## src/rtl/pipe_hazard_ctrl_if.sv

```systemverilog
`default_nettype none
// ============================================================================
//  Module      : pipe_hazard_ctrl_if
//  Description : Stage-status inputs and pipeline-control outputs between the
//                LEGv8 datapath and its hazard sequencer.
//  Revision    : 1.0 - initial release
// ============================================================================
interface pipe_hazard_ctrl_if #(
    parameter int CNT_W = 32
);
    // ID stage
    logic             id_valid;
    logic [4:0]       id_Rn;
    logic [4:0]       id_Rm;
    logic             id_useRn;
    logic             id_useRm;
    logic             id_readsFlags;
    // EX stage
    logic             ex_memRead;
    logic             ex_RegWrite;
    logic [4:0]       ex_Rd;
    logic             ex_set_flags;
    logic             br_taken;
    // MEM stage
    logic             dmem_req;
    logic             dmem_ack;
    // Pipeline control
    logic             pc_en;
    logic             ifid_en;
    logic             idex_en;
    logic             exmem_en;
    logic             idex_bubble;
    logic             ifid_flush;
    logic             idex_flush;
    logic [1:0]       state;
    logic [CNT_W-1:0] stall_cycles;

    // Datapath side: reports stage status, receives control
    modport master (
        output id_valid, id_Rn, id_Rm, id_useRn, id_useRm, id_readsFlags,
        output ex_memRead, ex_RegWrite, ex_Rd, ex_set_flags, br_taken,
        output dmem_req, dmem_ack,
        input  pc_en, ifid_en, idex_en, exmem_en,
        input  idex_bubble, ifid_flush, idex_flush, state, stall_cycles
    );

    // Sequencer side
    modport slave (
        input  id_valid, id_Rn, id_Rm, id_useRn, id_useRm, id_readsFlags,
        input  ex_memRead, ex_RegWrite, ex_Rd, ex_set_flags, br_taken,
        input  dmem_req, dmem_ack,
        output pc_en, ifid_en, idex_en, exmem_en,
        output idex_bubble, ifid_flush, idex_flush, state, stall_cycles
    );
endinterface
`default_nettype wire

```

## src/rtl/pipe_hazard_ctrl.sv

```systemverilog
`default_nettype none
// ============================================================================
//  Module      : pipe_hazard_ctrl
//  Description : Pipeline sequencer for the 5-stage LEGv8 CPU. Freezes the
//                pipe on outstanding data-memory requests, flushes on taken
//                branches and inserts bubbles for load-use and flag-use
//                hazards. Also counts cycles in which the PC was held.
//  Revision    : 1.0 - initial release
// ============================================================================
module pipe_hazard_ctrl #(
    parameter int LU_STALL   = 1,
    parameter int FLAG_STALL = 1,
    parameter int CNT_W      = 32
) (
    input  wire logic           clk,
    input  wire logic           rst,
    pipe_hazard_ctrl_if.slave   bus
);

    typedef enum logic [1:0] {
        ST_RUN     = 2'd0,
        ST_STALL   = 2'd1,
        ST_MEMWAIT = 2'd2
    } state_t;

    localparam logic [2:0] c_LU_N    = 3'(LU_STALL);
    localparam logic [2:0] c_FLAG_N  = 3'(FLAG_STALL);
    localparam logic [2:0] c_MAX_N   = (c_LU_N > c_FLAG_N) ? c_LU_N : c_FLAG_N;
    localparam logic [CNT_W-1:0] c_CNT_ONE = {{(CNT_W-1){1'b0}}, 1'b1};
    localparam logic [CNT_W-1:0] c_CNT_MAX = {CNT_W{1'b1}};

    state_t           r_state;
    logic [2:0]       r_cnt;
    logic [CNT_W-1:0] r_stallCycles;

    state_t           w_nextState;
    state_t           w_effState;
    logic [2:0]       w_nextCnt;
    logic [2:0]       w_hazN;
    logic             w_freeze;
    logic             w_luHaz;
    logic             w_flHaz;
    logic             w_pcEn;
    logic             w_ifidEn;
    logic             w_idexEn;
    logic             w_exmemEn;
    logic             w_bubble;
    logic             w_ifidFlush;
    logic             w_idexFlush;

    // Hazard detection; XZR (register 31) never produces a dependency
    always_comb begin
        w_freeze = bus.dmem_req & ~bus.dmem_ack;
        w_luHaz  = bus.id_valid & bus.ex_memRead & bus.ex_RegWrite &
                   (bus.ex_Rd != 5'd31) &
                   ((bus.id_useRn & (bus.id_Rn == bus.ex_Rd)) |
                    (bus.id_useRm & (bus.id_Rm == bus.ex_Rd)));
        w_flHaz  = bus.id_valid & bus.id_readsFlags & bus.ex_set_flags;
        if (w_luHaz && w_flHaz) begin
            w_hazN = c_MAX_N;
        end else if (w_luHaz) begin
            w_hazN = c_LU_N;
        end else begin
            w_hazN = c_FLAG_N;
        end
        // Leaving MEMWAIT resumes whatever was frozen: a pending stall if
        // bubbles remain, otherwise normal running
        if (r_state == ST_MEMWAIT) begin
            w_effState = (r_cnt != 3'd0) ? ST_STALL : ST_RUN;
        end else begin
            w_effState = r_state;
        end
    end

    // Next-state and control outputs, highest priority first
    always_comb begin
        w_pcEn      = 1'b1;
        w_ifidEn    = 1'b1;
        w_idexEn    = 1'b1;
        w_exmemEn   = 1'b1;
        w_bubble    = 1'b0;
        w_ifidFlush = 1'b0;
        w_idexFlush = 1'b0;
        w_nextState = ST_RUN;
        w_nextCnt   = 3'd0;
        if (rst) begin
            w_pcEn      = 1'b0;
            w_ifidEn    = 1'b0;
            w_idexEn    = 1'b0;
            w_exmemEn   = 1'b0;
            w_ifidFlush = 1'b1;
            w_idexFlush = 1'b1;
        end else if (w_freeze) begin
            // EX is held, so a taken branch is re-presented after the freeze
            w_pcEn      = 1'b0;
            w_ifidEn    = 1'b0;
            w_idexEn    = 1'b0;
            w_exmemEn   = 1'b0;
            w_nextState = ST_MEMWAIT;
            w_nextCnt   = r_cnt;
        end else if (bus.br_taken) begin
            // Redirect squashes the younger instructions, including the
            // stalled consumer, so any pending bubbles are dropped
            w_ifidFlush = 1'b1;
            w_idexFlush = 1'b1;
        end else if (w_effState == ST_STALL) begin
            w_pcEn      = 1'b0;
            w_ifidEn    = 1'b0;
            w_bubble    = 1'b1;
            w_nextCnt   = r_cnt - 3'd1;
            w_nextState = (r_cnt == 3'd1) ? ST_RUN : ST_STALL;
        end else if (w_luHaz || w_flHaz) begin
            // This cycle is the first bubble; the rest come from STALL
            w_pcEn   = 1'b0;
            w_ifidEn = 1'b0;
            w_bubble = 1'b1;
            if (w_hazN > 3'd1) begin
                w_nextState = ST_STALL;
                w_nextCnt   = w_hazN - 3'd1;
            end
        end
    end

    // State, remaining-bubble count and saturating stall counter
    always_ff @(posedge clk) begin
        if (rst) begin
            r_state       <= ST_RUN;
            r_cnt         <= 3'd0;
            r_stallCycles <= '0;
        end else begin
            r_state <= w_nextState;
            r_cnt   <= w_nextCnt;
            if (!w_pcEn && (r_stallCycles != c_CNT_MAX)) begin
                r_stallCycles <= r_stallCycles + c_CNT_ONE;
            end
        end
    end

    // Drive the interface outputs
    always_comb begin
        bus.pc_en        = w_pcEn;
        bus.ifid_en      = w_ifidEn;
        bus.idex_en      = w_idexEn;
        bus.exmem_en     = w_exmemEn;
        bus.idex_bubble  = w_bubble;
        bus.ifid_flush   = w_ifidFlush;
        bus.idex_flush   = w_idexFlush;
        bus.state        = r_state;
        bus.stall_cycles = r_stallCycles;
    end

endmodule
`default_nettype wire

```

## src/flat_wrapper.sv

```systemverilog
// flat-port wrapper written by rule: the top's interface ports become plain ports
module pipe_hazard_ctrl_flat 
#(
    parameter int LU_STALL   = 1,
    parameter int FLAG_STALL = 1,
    parameter int CNT_W      = 32
)
  (clk, rst, bus_id_valid, bus_id_Rn, bus_id_Rm, bus_id_useRn, bus_id_useRm, bus_id_readsFlags, bus_ex_memRead, bus_ex_RegWrite, bus_ex_Rd, bus_ex_set_flags, bus_br_taken, bus_dmem_req, bus_dmem_ack, bus_pc_en, bus_ifid_en, bus_idex_en, bus_exmem_en, bus_idex_bubble, bus_ifid_flush, bus_idex_flush, bus_state, bus_stall_cycles);
  pipe_hazard_ctrl_if #(.CNT_W(CNT_W)) bus_i ();
  input  wire logic clk;
  input  wire logic rst;
  input wire logic [$bits(bus_i.id_valid)-1:0] bus_id_valid;
  input wire logic [$bits(bus_i.id_Rn)-1:0] bus_id_Rn;
  input wire logic [$bits(bus_i.id_Rm)-1:0] bus_id_Rm;
  input wire logic [$bits(bus_i.id_useRn)-1:0] bus_id_useRn;
  input wire logic [$bits(bus_i.id_useRm)-1:0] bus_id_useRm;
  input wire logic [$bits(bus_i.id_readsFlags)-1:0] bus_id_readsFlags;
  input wire logic [$bits(bus_i.ex_memRead)-1:0] bus_ex_memRead;
  input wire logic [$bits(bus_i.ex_RegWrite)-1:0] bus_ex_RegWrite;
  input wire logic [$bits(bus_i.ex_Rd)-1:0] bus_ex_Rd;
  input wire logic [$bits(bus_i.ex_set_flags)-1:0] bus_ex_set_flags;
  input wire logic [$bits(bus_i.br_taken)-1:0] bus_br_taken;
  input wire logic [$bits(bus_i.dmem_req)-1:0] bus_dmem_req;
  input wire logic [$bits(bus_i.dmem_ack)-1:0] bus_dmem_ack;
  output wire logic [$bits(bus_i.pc_en)-1:0] bus_pc_en;
  output wire logic [$bits(bus_i.ifid_en)-1:0] bus_ifid_en;
  output wire logic [$bits(bus_i.idex_en)-1:0] bus_idex_en;
  output wire logic [$bits(bus_i.exmem_en)-1:0] bus_exmem_en;
  output wire logic [$bits(bus_i.idex_bubble)-1:0] bus_idex_bubble;
  output wire logic [$bits(bus_i.ifid_flush)-1:0] bus_ifid_flush;
  output wire logic [$bits(bus_i.idex_flush)-1:0] bus_idex_flush;
  output wire logic [$bits(bus_i.state)-1:0] bus_state;
  output wire logic [$bits(bus_i.stall_cycles)-1:0] bus_stall_cycles;
  assign bus_i.id_valid = bus_id_valid;
  assign bus_i.id_Rn = bus_id_Rn;
  assign bus_i.id_Rm = bus_id_Rm;
  assign bus_i.id_useRn = bus_id_useRn;
  assign bus_i.id_useRm = bus_id_useRm;
  assign bus_i.id_readsFlags = bus_id_readsFlags;
  assign bus_i.ex_memRead = bus_ex_memRead;
  assign bus_i.ex_RegWrite = bus_ex_RegWrite;
  assign bus_i.ex_Rd = bus_ex_Rd;
  assign bus_i.ex_set_flags = bus_ex_set_flags;
  assign bus_i.br_taken = bus_br_taken;
  assign bus_i.dmem_req = bus_dmem_req;
  assign bus_i.dmem_ack = bus_dmem_ack;
  assign bus_pc_en = bus_i.pc_en;
  assign bus_ifid_en = bus_i.ifid_en;
  assign bus_idex_en = bus_i.idex_en;
  assign bus_exmem_en = bus_i.exmem_en;
  assign bus_idex_bubble = bus_i.idex_bubble;
  assign bus_ifid_flush = bus_i.ifid_flush;
  assign bus_idex_flush = bus_i.idex_flush;
  assign bus_state = bus_i.state;
  assign bus_stall_cycles = bus_i.stall_cycles;
  pipe_hazard_ctrl #(.LU_STALL(LU_STALL), .FLAG_STALL(FLAG_STALL), .CNT_W(CNT_W)) u_core (.clk(clk), .rst(rst), .bus(bus_i));
endmodule
```

## config.mk

```make
export PLATFORM = sky130hd
export DESIGN_NAME = pipe_hazard_ctrl_flat
export DESIGN_NICKNAME = d
export VERILOG_FILES = /design/src/rtl/pipe_hazard_ctrl_if.sv /design/src/rtl/pipe_hazard_ctrl.sv /design/src/flat_wrapper.sv
export SDC_FILE = /design/constraint.sdc
export NUM_CORES = 1
export LEC_CHECK = 0
export ABC_AREA = 1
export BUFFER_PORTS_ARGS = -buffer_cell sky130_fd_sc_hd__clkbuf_2
export CAP_MARGIN = 20
export CORE_MARGIN = 10
export CORE_UTILIZATION = 53
export CTS_CLUSTER_SIZE = 12
export DETAILED_ROUTE_END_ITERATION = 8
export PLACE_DENSITY = 0.8
export SLEW_MARGIN = 20
export SYNTH_ARGS = -nofsm -noshare
export SYNTH_HDL_FRONTEND = slang
export SYNTH_SLANG_ARGS = --single-unit
```

## constraint.sdc

```tcl
create_clock -name clk -period 5.4 [get_ports clk]
set_input_delay 0.27 -clock clk [delete_from_list [all_inputs] [get_ports clk]]
set_output_delay 0.27 -clock clk [all_outputs]
set_load 0.01 [all_outputs]
```

# [Word level (Yosys, flattened, before mapping)]
# Cells that the tools add are included.
[totals] inputBits=27 ff_bits=37 out_inout_bits=41 wordCells=53
[op_classes] n_eq_ne=7 addsub=2 n_bitwise=12 n_reduce_logical=5 n_mux=23
[op_table] operator="$add 32x1->32 const B" count=1
[op_table] operator="$ne 32x32->1 const B" count=1
[op_table] operator="$mux 1" count=17
[op_table] operator="$eq 5x5->1" count=2
[op_table] operator="$and 1x1->1" count=9
[op_table] operator="$mux 2" count=4
[op_table] operator="$mux 3" count=2
[op_table] operator="$ne 5x5->1 const B" count=1
[op_table] operator="$reduce_or 4->1" count=1
[op_table] operator="$eq 3x1->1 const B" count=1
[op_table] operator="$reduce_bool 3->1" count=1
[op_table] operator="$sub 3x1->3 const B" count=1
[op_table] operator="$eq 2x1->1 const B" count=1
[op_table] operator="$eq 2x2->1 const B" count=1
[op_table] operator="$not 1->1" count=2
[op_table] operator="$logic_and 1x1->1" count=1
[op_table] operator="$logic_not 1->1" count=1
[op_table] operator="$logic_or 1x1->1" count=1
[op_table] operator="$or 1x1->1" count=1

# [Longest topological paths before layout]
# Gate-level depths: netlist of run 1.
[depth] word_depth=12 ltp_mapped=14

# [Worst setup path before layout of run 1]
# Ideal clock, no wire load.
[synth_timing] path_kind="reg-to-output" from="register u_core.r_cnt[0]" to="output bus_pc_en" arrival_ns=1.612 path_stages_with_launch=13 required_ns=5.130 path_slack_ns=3.518 cell_sequence="dfxtp_1 -> inv_1 -> ha_1 -> nand2_1 -> nand3_1 -> o21ai_0 -> a31oi_1 -> nand2_1 -> nand2_1 -> nand2_1 -> buf_2 -> inv_1 -> buf_4"
[synth_between] elab_chain_cells=8
[synth_lines] element="start: declaration" line="pipe_hazard_ctrl.sv:33" text="logic [2:0] r_cnt;"
[synth_lines] element="start signal: assignment" line="pipe_hazard_ctrl.sv:132" text="r_cnt <= w_nextCnt;"
[synth_lines] element="$reduce_bool 3->1" line="pipe_hazard_ctrl.sv:69" text="w_effState = (r_cnt != 3'd0) ? ST_STALL : ST_RUN;"
[synth_lines] element="$mux 1" line="pipe_hazard_ctrl.sv:69"
[synth_lines] element="$mux 2" line="pipe_hazard_ctrl.sv:68" text="if (r_state == ST_MEMWAIT) begin"
[synth_lines] element="$eq 2x1->1" line="pipe_hazard_ctrl.sv:106" text="end else if (w_effState == ST_STALL) begin"
[synth_lines] element="$mux 1 (4 in a row)"
[synth_lines] element="end: declaration" line="flat_wrapper.sv:25" text="output wire logic [$bits(bus_i.pc_en)-1:0] bus_pc_en;"
# Every way passes these cells.

# [Worst setup path after layout of run 1]
[layout_timing] from="register u_core.r_stallCycles[1] (netlist: u_core.bus.stall_cycles[1])" to="register u_core.r_stallCycles[26] (netlist: u_core.bus.stall_cycles[26])"
[layout_between] elab_chain_cells=2 elab_cells_between_ends=3 classes_between="add/sub (1); eq/ne (1); reduce/logical (1)"
[layout_lines] element="start: declaration" line="pipe_hazard_ctrl.sv:34" text="logic [CNT_W-1:0] r_stallCycles;"
[layout_lines] element="start signal: assignment" line="pipe_hazard_ctrl.sv:134" text="r_stallCycles <= r_stallCycles + c_CNT_ONE;"
[layout_lines] element="branches (longest 2 deep; another with $add 32x1->32)"
# Several ways; the timed one is not identified.
# A chain may end at the register's enable or synchronous reset.

==> impl_metrics.ini, run 1 <==
[status]
status = complete, no violations

[timing]
fin_worst_skew_ns = 0.00326
worst_slew_pin_slew_ns = 0.703
period_minus_slack_ns = 2.93
hold_viol_final = 0
tns_ns = 0
rsz0062_at_grt = false
maxSlewHeadroom_pct = 53.1
fmax_ghz = 0.342
setup_viol = 0
slew_violations = 0
fin_crit_sh_pct = 54.2

[placement]
hpwl_um = 5570
port_buffers = 67
routabilityCongestion = 0.940

[drt]
vias = 2782
drc_errors = 0
routed_wl_um = 7130
drt_iter0_drc = 195
routedWlPerCell_um = 13.6
final_antenna_net_count = 0
routed_via_density = 5.30
drt-pass1-iter-count = 4

[critical_path]
cp.arrival_ns = 3.13
worstPathMaxFanout = 33
crit_path_end_kind = flop
crit_required_ns = 5.60
startpoint_type = flop
critPathKind = reg2reg

[run]
cap_violations = 0

[synth]
synthTopCellsByArea = dfxtp_1, nand2_1, nand3_1, a21oi_1, xor2_1
syn_avg_cell_area_um2 = 6.15
ys.warnings.count = 0
synth_most_common_cell = nand2_1
netlist_area_um2 = 2530
ys_top_cells_by_count = nand2_1, nand3_1, nor2_1
synthCells = 412
synth_enable_flop_cells = 0
async_flop_share_pct = 0
synth_nets = 443
ys_seq_elements = 37
synth-main-ff-cell = dfxtp_1
synth_top_area_cell = dfxtp_1
synth_top_cell_area_share_pct = 29.2
synth.distinct_cells = 24
synth-seq-area-share_pct = 29.2

[cts]
tritoncts = yes
clock_path_buffers = 2
cts_max_level = 2
clk_latency_ns = 0.29
clk_pin_slew_ns = 0.07
ctsResizeCount = 0
hold_buffers = 0
cts_made_buffers = 5
postCtsSetupBuffers = 0
clock-sinks = 37
clockRootBuffer = clkbuf_8

[worst_hold_path]
min_path_type = in2reg

[finish]
drive_above_1_share_pct = 17.6
n_antenna_cell = 0
final_nets = 501
area_growth_pct = 16.8

[grt]
grt_first_pass_wirelength_um = 12300
grt_usage_pct = 19.2
grt_pass1_vias = 2701
gr-total-overflow = 0
antenna_found_initial = 0
grt_max_degree = 37

[die]
dieHeight_um = 89.2
floorplan.initialDensity_pct = 54.0
die_x_um = 89.2
dieArea_um2 = 7950
rows = 25
coreArea_um2 = 4690
ios = 68

[power]
leakage_nw = 1.33
finalPower_uw = 587
peakVddDrop_uv = 164
pwr_density_cell_nw_per_um2 = 198
sequential cells by signal (all words and copies together) (netlist names):
| name | count |
|---|---|
| u_core.bus.stall_cycles | 32 |
| u_core.r_cnt | 3 |
| u_core.bus.state | 2 |
through the flow:
step / area, um^2 / setup WS [ns] / hold slack (ns) / cells / utilization [%]
after global placement: 2840 / 2.49 / 0.446 / 517 / 60.5
after floorplan: 2530 / 3.52 / 0.428 / 412 / -
after detailed placement: 2840 / 2.40 / 0.474 / 517 / 60.5
after global routing: 2960 / 2.16 / 0.339 / 525 / 63.1
final: 2960 / 2.47 / 0.313 / 525 / 63.1
after CTS: 2960 / 2.39 / 0.306 / 525 / 63.1
path summary, 6_finish.rpt:
path / from / to / slack, ns / depth (start not counted)
setup / recovery: u_core.bus.stall_cycles[1] / u_core.bus.stall_cycles[26] / 2.47 / 9
hold / removal: bus_dmem_ack / u_core.bus.state[1] / 0.31 / 4
setup reg to reg: u_core.bus.stall_cycles[1] / u_core.bus.stall_cycles[26] / 2.47 / 9
hold reg to reg: u_core.r_cnt[1] / u_core.r_cnt[1] / 0.48 / 2
cell families after synthesis:
family	count (synthesis)	share of synthesized area [%]
simple gates	250	42.4
buf+inv	56	9.82
compound gates	40	7.95
flops	37	29.2
xor+xnor	25	8.64
fa+ha+maj	4	1.97
per-layer routing:
layer | share of wire (%) | GRT usage (%) | vias up | wire (um)
li1 | - | - | 1434 | -
met2 | 47 | 30.8 | 81 | 3330
met5 | 0 | 0 | - | 0
met3 | 5.9 | 5.20 | 22 | 420
met4 | 3.0 | 7.80 | 0 | 214
met1 | 44 | 23.6 | 1245 | 3170
where the power goes:
part / total [mW] / internal (mW) / switching (mW)
Combinational: 0.0572 / 0.0201 / 0.0371
Clock: 0.251 / 0.150 / 0.101
Sequential: 0.279 / 0.275 / 0.00342
Total: 0.587 / 0.445 / 0.142
worst max-delay path: stages, from the launching register on:
cell and delay [ns]:
dfxtp_1 0.42, ha_1 0.25, nand2_2 0.10, nor2_4 0.17, nand3_2 0.15, nor3_2 0.20
nand3_2 0.53, nand2_2 0.71, nand2_1 0.10, a21oi_1 0.18
area by class of cell:
type                    count  area, um^2
clock inverters             2        37.5
flip-flops and latches     37         741
fillers                   460        1730
repair buffers             67         335
inverters                  40         150
well taps                  54        67.6
clock buffers               6        82.6
multi-input cells         319        1550
placed cells by master, fill, tap and decap left out:
| master | instances |
|---|---|
| nand2_1 | 130 |
| nand3_1 | 46 |
| dfxtp_1 | 37 |
| xnor2_1 | 6 |
| bufinv_16 | 1 |
| xor2_1 | 19 |
| nand3_2 | 2 |
| o21ai_0 | 4 |
| clkinvlp_4 | 1 |
| nand2_2 | 3 |
| clkbuf_2 | 67 |
| nor3b_1 | 1 |
| clkbuf_8 | 6 |
| nor2_1 | 42 |
| a31oi_1 | 1 |
| ha_1 | 4 |
| nand4_1 | 4 |
| nor2_4 | 1 |
| nor3_1 | 16 |
| a21oi_1 | 35 |
| nor2_2 | 1 |
| nor3_2 | 1 |
| nand3b_1 | 3 |
| inv_1 | 40 |
Power figures use the tool's default switching activity.
==> run 2: changes to the inputs <==
--- a/config.mk
+++ b/config.mk
@@ -5,14 +5,14 @@
 export SDC_FILE = /design/constraint.sdc
 export NUM_CORES = 1
 export LEC_CHECK = 0
-export ABC_AREA = 1
+export ABC_AREA = 0
 export BUFFER_PORTS_ARGS = -buffer_cell sky130_fd_sc_hd__clkbuf_2
 export CAP_MARGIN = 20
 export CORE_MARGIN = 10
-export CORE_UTILIZATION = 53
+export CORE_UTILIZATION = 46
 export CTS_CLUSTER_SIZE = 12
 export DETAILED_ROUTE_END_ITERATION = 8
-export PLACE_DENSITY = 0.8
+export PLACE_DENSITY = 0.76
 export SLEW_MARGIN = 20
 export SYNTH_ARGS = -nofsm -noshare
 export SYNTH_HDL_FRONTEND = slang
==> constraint.sdc (replaced) <==
create_clock -name clk -period 2.5 [get_ports clk]
set_input_delay 0.125 -clock clk [delete_from_list [all_inputs] [get_ports clk]]
set_output_delay 0.125 -clock clk [all_outputs]
set_load 0.01 [all_outputs]
==> run 2 against run 1 <==
  * Synthesized cell count is 36% lower
  * Wire length down 20%
  * Non-clock buffer count increased by 7
  * Sequential power grew 110%
  * Critical endpoint is now u_core.bus.stall_cycles[29]
  * Largest cell class unchanged
==> impl_metrics.ini, run 2 <==
[grt]
grt_pass1_vias = 1998
grt_first_pass_wirelength_um = 8980
gr-total-overflow = 0
grt_max_degree = 67
grt_usage_pct = 14.0
antenna_found_initial = 0

[synth]
synth-main-ff-cell = dfxtp_1
synth_top_cell_area_share_pct = 34.3
synth-compound-area-share_pct = 21.8
synth-adder-area-share_pct = 2.32
synth_simple_gate_area_share_pct = 31.2
synth_nets = 295
async_flop_share_pct = 0
ys_seq_elements = 37
synthMuxAreaShare_pct = 0
synth_top_area_cell = dfxtp_1
synth_top_family_by_area = simple AND/OR/NAND/NOR gates
synthTopCellsByArea = dfxtp_1, o31ai_1, or4_1, a21oi_1, nand4_1
synth_xor_area_share_pct = 4.05
netlist_area_um2 = 2160
ys.warnings.count = 0
synth_most_common_cell = dfxtp_1
synth.distinct_cells = 35
syn_avg_cell_area_um2 = 8.18
synthCells = 264
synth_enable_flop_cells = 0
ys_top_cells_by_count = dfxtp_1, a21oi_1, o31ai_1
synth-seq-area-share_pct = 34.3

[timing]
period_minus_slack_ns = 2.30
tns_ns = 0
setup_viol = 0
hold_slack_ns = 0.102
maxSlewHeadroom_pct = 59.1
worst_slew_pin_slew_ns = 0.614
hold_viol_final = 0
fmax_ghz = 0.434
fin_crit_sh_pct = 92.1
fin_worst_skew_ns = 0.00230
slew_violations = 0
rsz0062_at_grt = false
setup_ws_ns = 0.198

[die]
rows = 24
coreArea_um2 = 4440
ios = 68
floorplan.initialDensity_pct = 48.6
die_x_um = 88.5
dieHeight_um = 88.5
dieArea_um2 = 7840

[finish]
n_antenna_cell = 0
fin_util_pct = 58.3
largest_register_ffs = 32
final_nets = 352
multiInputGateArea_um2 = 1280
drive_above_1_share_pct = 26.2
nFillCells = 413
regArea_um2 = 741
layout_commonest_cell = clkbuf_2
final_cell_area_um2 = 2590
fin_cells = 373
area_growth_pct = 19.9
final_cell_mix = clkbuf_2, dfxtp_1, a21oi_1

[drt]
drt-pass1-iter-count = 4
routed_via_density = 6.06
final_antenna_net_count = 0
routedWlPerCell_um = 15.3
routed_wl_um = 5690
drt_iter0_drc = 173
drc_errors = 0
vias = 2261

[placement]
port_buffers = 67
hpwl_um = 4120
routabilityCongestion = 0.799
placed_area_um2 = 2500
dp_cells = 365
dp_slack_ns = 0.224

[power]
peakVddDrop_uv = 221
finalPower_mw = 1.15
leakage_nw = 0.964
pwr_density_cell_nw_per_um2 = 442

[status]
status = complete, no violations

[worst_hold_path]
min_path_type = in2reg
hold_path_end = u_core.bus.state[1]
hold_depth = 3
min_from = bus_dmem_req

[cts]
clock_path_buffers = 2
tritoncts = yes
cts_made_buffers = 5
clk_latency_ns = 0.29
hold_buffers = 0
clock-sinks = 37
clk_pin_slew_ns = 0.07
ctsResizeCount = 0
cts_max_level = 2
clockRootBuffer = clkbuf_8

[run]
cap_violations = 0

[critical_path]
r2r_end = u_core.bus.stall_cycles[29]
r2r-start = u_core.bus.stall_cycles[2]
worstPathMaxFanout = 13
crit_path_end_kind = flop
crit_required_ns = 2.72
r2r_cells = 6
cp.arrival_ns = 2.53
critPathKind = reg2reg
startpoint_type = flop
reg2reg_slack_ns = 0.20
==> run 2: cell count changes after synthesis, moves of 5 or more <==
cell | before | now
and2_1 | 0 | 5
inv_1 | 40 | 4
nand4_1 | 4 | 13
nor2_1 | 42 | 7
o31ai_1 | 0 | 29
or4_1 | 0 | 28
nor3_1 | 16 | 2
clkbuf_1 | 6 | 15
nand2_1 | 131 | 10
and3_1 | 0 | 7
nand3_1 | 46 | 16
xor2_1 | 19 | 8
==> run 2: how the worst max path moves through the flow <==
stage | startpoint | end | slack (ns)
after floorplan | u_core.r_cnt[0] | u_core.bus.stall_cycles[4] | 0.34
after CTS | u_core.r_cnt[0] | u_core.bus.stall_cycles[22] | 0.21
after global placement | u_core.bus.stall_cycles[2] | u_core.bus.stall_cycles[23] | 0.27
after global routing | u_core.bus.stall_cycles[3] | u_core.bus.stall_cycles[15] | 0.04
after detailed placement | u_core.r_cnt[0] | u_core.bus.stall_cycles[22] | 0.22
final | u_core.bus.stall_cycles[2] | u_core.bus.stall_cycles[29] | 0.20
==> run 2: cells by family (layout without fill, tap and decap cells) <==
logic type,Yosys count,in the layout
simple gates,109,109
compound gates,76,76
flops,37,37
buf+inv,28,85
xor+xnor,10,10
fa+ha+maj,4,4
==> run 2: report_power, final <==
| group | internal [mW] | switching, mW | total [mW] | leakage (nW) |
|---|---|---|---|---|
| registers | 0.593 | 0.00448 | 0.598 | 0.298 |
| clock network | 0.219 | 0.208 | 0.427 | 0.0443 |
| logic | 0.0497 | 0.0715 | 0.121 | 0.622 |
| total | 0.862 | 0.284 | 1.15 | 0.964 |
==> run 2: worst max-delay path, stage by stage (launching register included) <==
cell	delay (ns)
dfxtp_1	0.42
and4_1	0.28
and2_1	0.25
and4_1	0.53
nand4_1	0.19
or4_1	0.42
a21oi_1	0.14
==> run 2: routing by layer <==
metal | track usage [%] | share of wire (%) | vias up
li1 | - | - | 1140
met2 | 23.9 | 47 | 63
met3 | 4.96 | 8.4 | 6
met4 | 4.41 | 1.1 | 0
met5 | 0 | 0 | -
met1 | 15.9 | 44 | 1052
==> run 2: final cells by class <==
cell class,instances,area share (%)
clock buffer,7,3.33
tap,52,2.51
sequential,37,28.6
timing repair buffer,74,15.5
multi-input combinational,199,49.5
inverter,4,0.579
==> run 2: timing repair <==
| item | 4_1_cts | 5_1_grt |
|---|---|---|
| hold endpoints to repair | 0 | 0 |
| setup endpoints to repair | 0 | 7 |
| buffers inserted | 0 | 1 |
